--- config.mk ---
export PLATFORM = sky130hd
export DESIGN_NAME = spc_stack_flat
export DESIGN_NICKNAME = d
export VERILOG_FILES = /design/src/rtl/spc_stack_if.sv /design/src/rtl/spc_stack.sv /design/src/flat_wrapper.sv
export SDC_FILE = /design/constraint.sdc
export NUM_CORES = 1
export LEC_CHECK = 0
export CAP_MARGIN = 15
export CELL_PAD_IN_SITES_DETAIL_PLACEMENT = 1
export CELL_PAD_IN_SITES_GLOBAL_PLACEMENT = 2
export CORE_MARGIN = 2
export CORE_UTILIZATION = 37
export CTS_CLUSTER_DIAMETER = 50
export DETAILED_ROUTE_END_ITERATION = 8
export DONT_BUFFER_PORTS = 1
export GPL_TIMING_DRIVEN = 0
export HOLD_SLACK_MARGIN = 0.03
export PLACE_DENSITY = 0.64
export SLEW_MARGIN = 20
export SYNTH_ARGS = -nofsm -noshare
export SYNTH_HDL_FRONTEND = slang
export SYNTH_SLANG_ARGS = --single-unit
--- constraint.sdc ---
create_clock -name clk -period 4 [get_ports clk]
set_clock_uncertainty 0.2 [all_clocks]
set_input_delay 0.8 -clock clk [delete_from_list [all_inputs] [get_ports clk]]
set_output_delay 0.8 -clock clk [all_outputs]
set_load 0.01 [all_outputs]
--- src/rtl/spc_stack_if.sv ---
// Handshake/bus bundle for the SPC return stack: strobes and data from the
// CPU sequencer in, stack read data and status out.
interface spc_stack_if #(
    parameter int WIDTH  = 19,
    parameter int ADDR_W = 5
);
    logic              state_fetch;
    logic              spcnt;
    logic              spush;
    logic              swp;
    logic              srp;
    logic [WIDTH-1:0]  spcw;
    logic              spcptr_ld;
    logic [ADDR_W-1:0] spcptr_in;
    logic              err_clr;
    logic [WIDTH-1:0]  spco;
    logic [ADDR_W-1:0] spcptr;
    logic [ADDR_W:0]   spdepth;
    logic              spc_full;
    logic              spc_empty;
    logic              spc_ovf;
    logic              spc_unf;

    modport master (
        output state_fetch, spcnt, spush, swp, srp, spcw,
               spcptr_ld, spcptr_in, err_clr,
        input  spco, spcptr, spdepth, spc_full, spc_empty, spc_ovf, spc_unf
    );

    modport slave (
        input  state_fetch, spcnt, spush, swp, srp, spcw,
               spcptr_ld, spcptr_in, err_clr,
        output spco, spcptr, spdepth, spc_full, spc_empty, spc_ovf, spc_unf
    );
endinterface

--- src/rtl/spc_stack.sv ---
// Microcode subroutine return stack (SPC memory + pointer) with occupancy
// tracking, full/empty status and sticky overflow/underflow flags.
module spc_stack #(
    parameter int WIDTH  = 19,
    parameter int ADDR_W = 5,
    parameter int CHECK  = 1
) (
    input  logic        clk,
    input  logic        reset,
    spc_stack_if.slave  bus
);
    localparam int              DEPTH   = 1 << ADDR_W;
    localparam logic [ADDR_W:0] DEPTH_V = (ADDR_W + 1)'(DEPTH);

    logic [WIDTH-1:0]  ram_q [DEPTH];
    logic [ADDR_W-1:0] spcptr_q, spcptr_d;
    logic [ADDR_W-1:0] spcadr;
    logic [ADDR_W:0]   spdepth_q, spdepth_d;
    logic [WIDTH-1:0]  spco_q, spco_d;
    logic              ovf_q, ovf_d;
    logic              unf_q, unf_d;
    logic              counted;
    logic              is_full;
    logic              is_empty;

    always_comb begin
        // Writes for a push land one above the current top, ahead of the pointer bump.
        spcadr    = (bus.spcnt && bus.spush) ? spcptr_q + ADDR_W'(1) : spcptr_q;
        counted   = bus.state_fetch && bus.spcnt && !bus.spcptr_ld;
        is_full   = (spdepth_q == DEPTH_V);
        is_empty  = (spdepth_q == '0);

        spcptr_d  = spcptr_q;
        spdepth_d = spdepth_q;
        ovf_d     = ovf_q;
        unf_d     = unf_q;
        spco_d    = spco_q;

        if (bus.srp && !bus.swp) begin
            spco_d = ram_q[spcptr_q];
        end

        if (bus.spcptr_ld) begin
            spcptr_d = bus.spcptr_in;
        end else if (counted && bus.spush) begin
            spcptr_d = spcptr_q + ADDR_W'(1);
            if (!is_full) begin
                spdepth_d = spdepth_q + (ADDR_W + 1)'(1);
            end
        end else if (counted) begin
            spcptr_d = spcptr_q - ADDR_W'(1);
            if (!is_empty) begin
                spdepth_d = spdepth_q - (ADDR_W + 1)'(1);
            end
        end

        // Clear first so a coincident new error still leaves the flag set.
        if (bus.err_clr) begin
            ovf_d = 1'b0;
            unf_d = 1'b0;
        end
        if (CHECK != 0 && counted && bus.spush && is_full) begin
            ovf_d = 1'b1;
        end
        if (CHECK != 0 && counted && !bus.spush && is_empty) begin
            unf_d = 1'b1;
        end
    end

    always_ff @(posedge clk) begin
        if (reset) begin
            spcptr_q  <= '0;
            spdepth_q <= '0;
            spco_q    <= '0;
            ovf_q     <= 1'b0;
            unf_q     <= 1'b0;
        end else begin
            spcptr_q  <= spcptr_d;
            spdepth_q <= spdepth_d;
            spco_q    <= spco_d;
            ovf_q     <= ovf_d;
            unf_q     <= unf_d;
        end
    end

    // Stack RAM itself is never cleared; reset only blocks the write.
    always_ff @(posedge clk) begin
        if (!reset && bus.swp) begin
            ram_q[spcadr] <= bus.spcw;
        end
    end

    assign bus.spco      = spco_q;
    assign bus.spcptr    = spcptr_q;
    assign bus.spdepth   = spdepth_q;
    assign bus.spc_full  = is_full;
    assign bus.spc_empty = is_empty;
    assign bus.spc_ovf   = (CHECK != 0) ? ovf_q : 1'b0;
    assign bus.spc_unf   = (CHECK != 0) ? unf_q : 1'b0;
endmodule
--- src/flat_wrapper.sv ---
// flat-port wrapper written by rule: the top's interface ports become plain ports
module spc_stack_flat 
#(
    parameter int WIDTH  = 19,
    parameter int ADDR_W = 5,
    parameter int CHECK  = 1
)
  (clk, reset, bus_state_fetch, bus_spcnt, bus_spush, bus_swp, bus_srp, bus_spcw, bus_spcptr_ld, bus_spcptr_in, bus_err_clr, bus_spco, bus_spcptr, bus_spdepth, bus_spc_full, bus_spc_empty, bus_spc_ovf, bus_spc_unf);
  spc_stack_if #(.WIDTH(WIDTH), .ADDR_W(ADDR_W)) bus_i ();
  input  logic clk;
  input  logic reset;
  input wire logic [$bits(bus_i.state_fetch)-1:0] bus_state_fetch;
  input wire logic [$bits(bus_i.spcnt)-1:0] bus_spcnt;
  input wire logic [$bits(bus_i.spush)-1:0] bus_spush;
  input wire logic [$bits(bus_i.swp)-1:0] bus_swp;
  input wire logic [$bits(bus_i.srp)-1:0] bus_srp;
  input wire logic [$bits(bus_i.spcw)-1:0] bus_spcw;
  input wire logic [$bits(bus_i.spcptr_ld)-1:0] bus_spcptr_ld;
  input wire logic [$bits(bus_i.spcptr_in)-1:0] bus_spcptr_in;
  input wire logic [$bits(bus_i.err_clr)-1:0] bus_err_clr;
  output wire logic [$bits(bus_i.spco)-1:0] bus_spco;
  output wire logic [$bits(bus_i.spcptr)-1:0] bus_spcptr;
  output wire logic [$bits(bus_i.spdepth)-1:0] bus_spdepth;
  output wire logic [$bits(bus_i.spc_full)-1:0] bus_spc_full;
  output wire logic [$bits(bus_i.spc_empty)-1:0] bus_spc_empty;
  output wire logic [$bits(bus_i.spc_ovf)-1:0] bus_spc_ovf;
  output wire logic [$bits(bus_i.spc_unf)-1:0] bus_spc_unf;
  assign bus_i.state_fetch = bus_state_fetch;
  assign bus_i.spcnt = bus_spcnt;
  assign bus_i.spush = bus_spush;
  assign bus_i.swp = bus_swp;
  assign bus_i.srp = bus_srp;
  assign bus_i.spcw = bus_spcw;
  assign bus_i.spcptr_ld = bus_spcptr_ld;
  assign bus_i.spcptr_in = bus_spcptr_in;
  assign bus_i.err_clr = bus_err_clr;
  assign bus_spco = bus_i.spco;
  assign bus_spcptr = bus_i.spcptr;
  assign bus_spdepth = bus_i.spdepth;
  assign bus_spc_full = bus_i.spc_full;
  assign bus_spc_empty = bus_i.spc_empty;
  assign bus_spc_ovf = bus_i.spc_ovf;
  assign bus_spc_unf = bus_i.spc_unf;
  spc_stack #(.WIDTH(WIDTH), .ADDR_W(ADDR_W), .CHECK(CHECK)) u_core (.clk(clk), .reset(reset), .bus(bus_i));
endmodule
==> flow_summary.yaml <==
yosys:
  synth_xor_area_frac: 0.00276
  synth-simple-area-share: 0.0390
  synth_seq_cells: 640
  synth_flop_cell: "edfxtp_1"
  synthAdderAreaFrac: 0.00374
  async_flop_share: 0
  synth-compound-area-share: 0.0515
  synth_top_family_by_area: "multiplexers"
  synthesis.area_sq_mm: 0.0254
  syn_area_per_cell_sq_um: 18.0
  yosys_warnings: 0
  synth-edff-count: 608
  synthMuxAreaShare: 0.140
  synth_cell_types: 54
  ys_seq_area_frac: 0.744
  syn-instance-count: 1414
  syn-num-nets: 1454
setup_path:
  crit_path_max_fanout: 15
  startpoint_type: "register"
  crit_arrival_ns: 3.92
  critPathLaunch: "u_core.bus.spcptr[0]$_SDFFE_PP0P_"
  rr_startpoint: "u_core.bus.spcptr[0]$_SDFFE_PP0P_"
  required_ns: 4.11
  worstSetupPathType: "reg -> reg"
  critPathBufInv: 7
  crit_family: "buffers and inverters"
  slowest_delay_ns: 0.45
  critPathSlowestCell: "dfxtp_2"
  cp_common_cell: "clkbuf_4"
  critPathCaptureType: "register"
  crit_path_cell_trace: "buf_6 > buf_12 > inv_1 > buf_4 > clkbuf_4 > clkbuf_4 > ha_1 > nand2_1 > o21ai_0 > nand2_2 > nor2_4 > buf_16"
placed_design:
  place_area_sq_mm: 0.0272
  hpwl_microns: 49500
  portBuffers: 0
  globalplace.congestion: 0.834
  place_inst: 2316
die:
  row_count: 96
  die-area_sq_mm: 0.0708
  core_sq_mm: 0.0683
  fp.dieH_microns: 266
  pin_count: 67
  initial_core_util: 0.372
  dieWidth_microns: 266
route:
  vias_per_cell: 5.62
  drc: 0
  routedWlPerCell_microns: 30.6
  drt_first_pass_iters: 5
  vias: 14000
  ant_nets: 0
  wl_microns: 76400
  drt_iter0_drc: 1326
power_and_ir_drop:
  p_leak_nw: 9.72
  switching_share: 0.225
  p_per_area_mw_per_mm2: 511
  sequentialPowerShare: 0.479
  p_int_mw: 12.1
  switching_power_mw: 3.50
  combinationalPowerShare: 0.062
  ir_worst_vdd_mv: 0.321
  p_clk_frac: 0.459
cts:
  root_buffer: "clkbuf_16"
  ctsHoldBuffers: 0
  clock_latency_ns: 0.62
  cts_tree: "done"
  cts.sink_count: 640
  cts_made_buffers: 80
  clock_path_buffers: 3
  clkTransAtPathRegs_ns: 0.06
  htree_levels: 3
status:
  outcome: "complete, no violations"
timing:
  setup_viol: 0
  relSlewSlack: 0.349
  period_share: 0.953
  worst_pin_slew_ns: 0.977
  finalCriticalPeriod_ns: 3.81
  timing.fmax_mhz: 262
  final_max_slew_viol_count: 0
  rsz0062_at_grt: "false"
  final_hold_viol_count: 0
global_routing:
  grt-ovfl-total: 0
  grt_pass1_vias: 14800
  antenna_found_initial: 9
  grt_start_max_net_pins: 33
  gr-usage-all-layers: 0.221
  grt_pass1_wl_microns: 110000
hold_path:
  min_path_type: "in -> reg"
  min_from: "bus_spcw[3]"
layout:
  drive_above_1_share: 0.235
  syn2layout_area_growth_pct: 19.9
  final_cells: 2498
  nets: 1592
  design_area_sq_mm: 0.0305
run:
  drv_cap: 0
-- power groups by stage --
stage	clock, mW	combinational [mW]	sequential, mW
2_1_floorplan	0	0.589	7.57
3_3_place_gp	0	0.907	7.60
3_5_place_dp	0	0.942	7.60
4_1_cts	7.27	0.962	7.46
5_1_grt	7.54	1.03	7.46
6_report	7.15	0.961	7.46
-- cells in the mapped netlist, types with 7 or more instances --
library cell | count | share of area
buf_4 | 11 | 0.0032
o31ai_1 | 15 | 0.0044
mux2i_1 | 116 | 0.046
a221oi_1 | 15 | 0.0052
nor3_1 | 7 | 0.0014
o22ai_1 | 18 | 0.0044
a211oi_1 | 9 | 0.0027
mux4_1 | 8 | 0.0083
edfxtp_1 | 608 | 0.72
mux2_2 | 35 | 0.016
buf_1 | 8 | 0.0012
nand2_1 | 70 | 0.010
nand3_1 | 23 | 0.0045
a211o_1 | 7 | 0.0024
a21oi_1 | 80 | 0.016
nor2b_1 | 7 | 0.0017
mux4_2 | 80 | 0.071
or3_1 | 12 | 0.0030
dfxtp_1 | 32 | 0.025
nor2_1 | 70 | 0.010
buf_2 | 29 | 0.0057
o21ai_0 | 51 | 0.010
clkbuf_1 | 25 | 0.0037
-- state kept, by name (all words and copies together) (netlist names) --
| register | cells |
|---|---|
| u_core.ram_q | 608 |
| u_core.bus.spco | 19 |
| u_core.bus.spdepth | 6 |
| u_core.bus.spcptr | 5 |
| u_core.bus.spc_ovf | 1 |
| u_core.bus.spc_unf | 1 |
-- path summary, 6_finish.rpt --
kind	to	slack, ns	cells past startpoint
worst max-delay path	u_core.ram_q[22][7]$_DFFE_PP_	0.19	12
worst min-delay path	u_core.ram_q[26][3]$_DFFE_PP_	0.08	0
worst max register to register	u_core.ram_q[22][7]$_DFFE_PP_	0.19	12
worst min register to register	u_core.bus.spco[3]$_SDFFE_PP0P_	0.33	2
-- cells in the final DEF, fill, tap and decap left out, drive strengths merged, types with 12 or more instances in the layout --
cell	n
clkbuf	137
or3	12
o21ai	52
o22ai	18
nand2	70
nand3	23
mux2i	116
dfxtp	32
nor2	70
inv	13
clkinv	20
a221oi	15
mux4	88
edfxtp	608
a21oi	81
buf	107
mux2	35
o31ai	15
-- area by class of cell --
type                            instances  area (sq um)
Fill cell                            6413         37900
Sequential cell                       640         18900
Multi-Input combinational cell        686          6290
Clock buffer                          107          2220
Tap cell                              882          1100
Timing Repair Buffer                   57          1060
Buffer                                 80           464
Clock inverter                         38           410
Inverter                                7          27.5
Antenna cell                            1          2.50
-- timing repair --
item	in CTS	in global routing
endpoints found under the setup margin	588	198
gates resized for setup	8	5
pin swaps	21	3
setup buffers	32	5
-- worst register-to-register path: cells and delay by family (launching register included) --
kind	cells	cell delay, ns
flops	1	0.45
simple gates	3	0.85
fa+ha+maj	1	0.43
compound gates	1	0.23
buf+inv	7	1.36
-- kinds of logic after synthesis --
logic type      Yosys count
fa+ha+maj                 7
simple gates            216
compound gates          216
buf+inv                  88
xor+xnor                  8
mux                     239
flops                   640
-- layer usage --
metal	routed length (microns)	vias to the layer above	global-route usage
met5	13	-	0
met3	6050	99	0.0508
met4	1580	2	0.0588
met1	32800	7451	0.308
li1	-	5977	-
met2	35900	502	0.349
-- through the flow --
step / setup TNS [ns] / power (mW) / hold WS, ns / utilization / worst slack, ns
floorplan: 0 / 8.16 / 0.282 / - / 0.407
global placement: -742.08 / 8.51 / 0.314 / 0.388 / -1.51
detailed placement: -187.96 / 8.54 / 0.329 / 0.398 / -0.733
CTS: 0 / 15.7 / 0.0429 / 0.445 / 0.0385
global route: 0 / 16.0 / 0.0630 / 0.446 / 0.0497
finish: 0 / 15.6 / 0.0804 / 0.446 / 0.189
No activity file was read; power rests on OpenSTA's default activity.
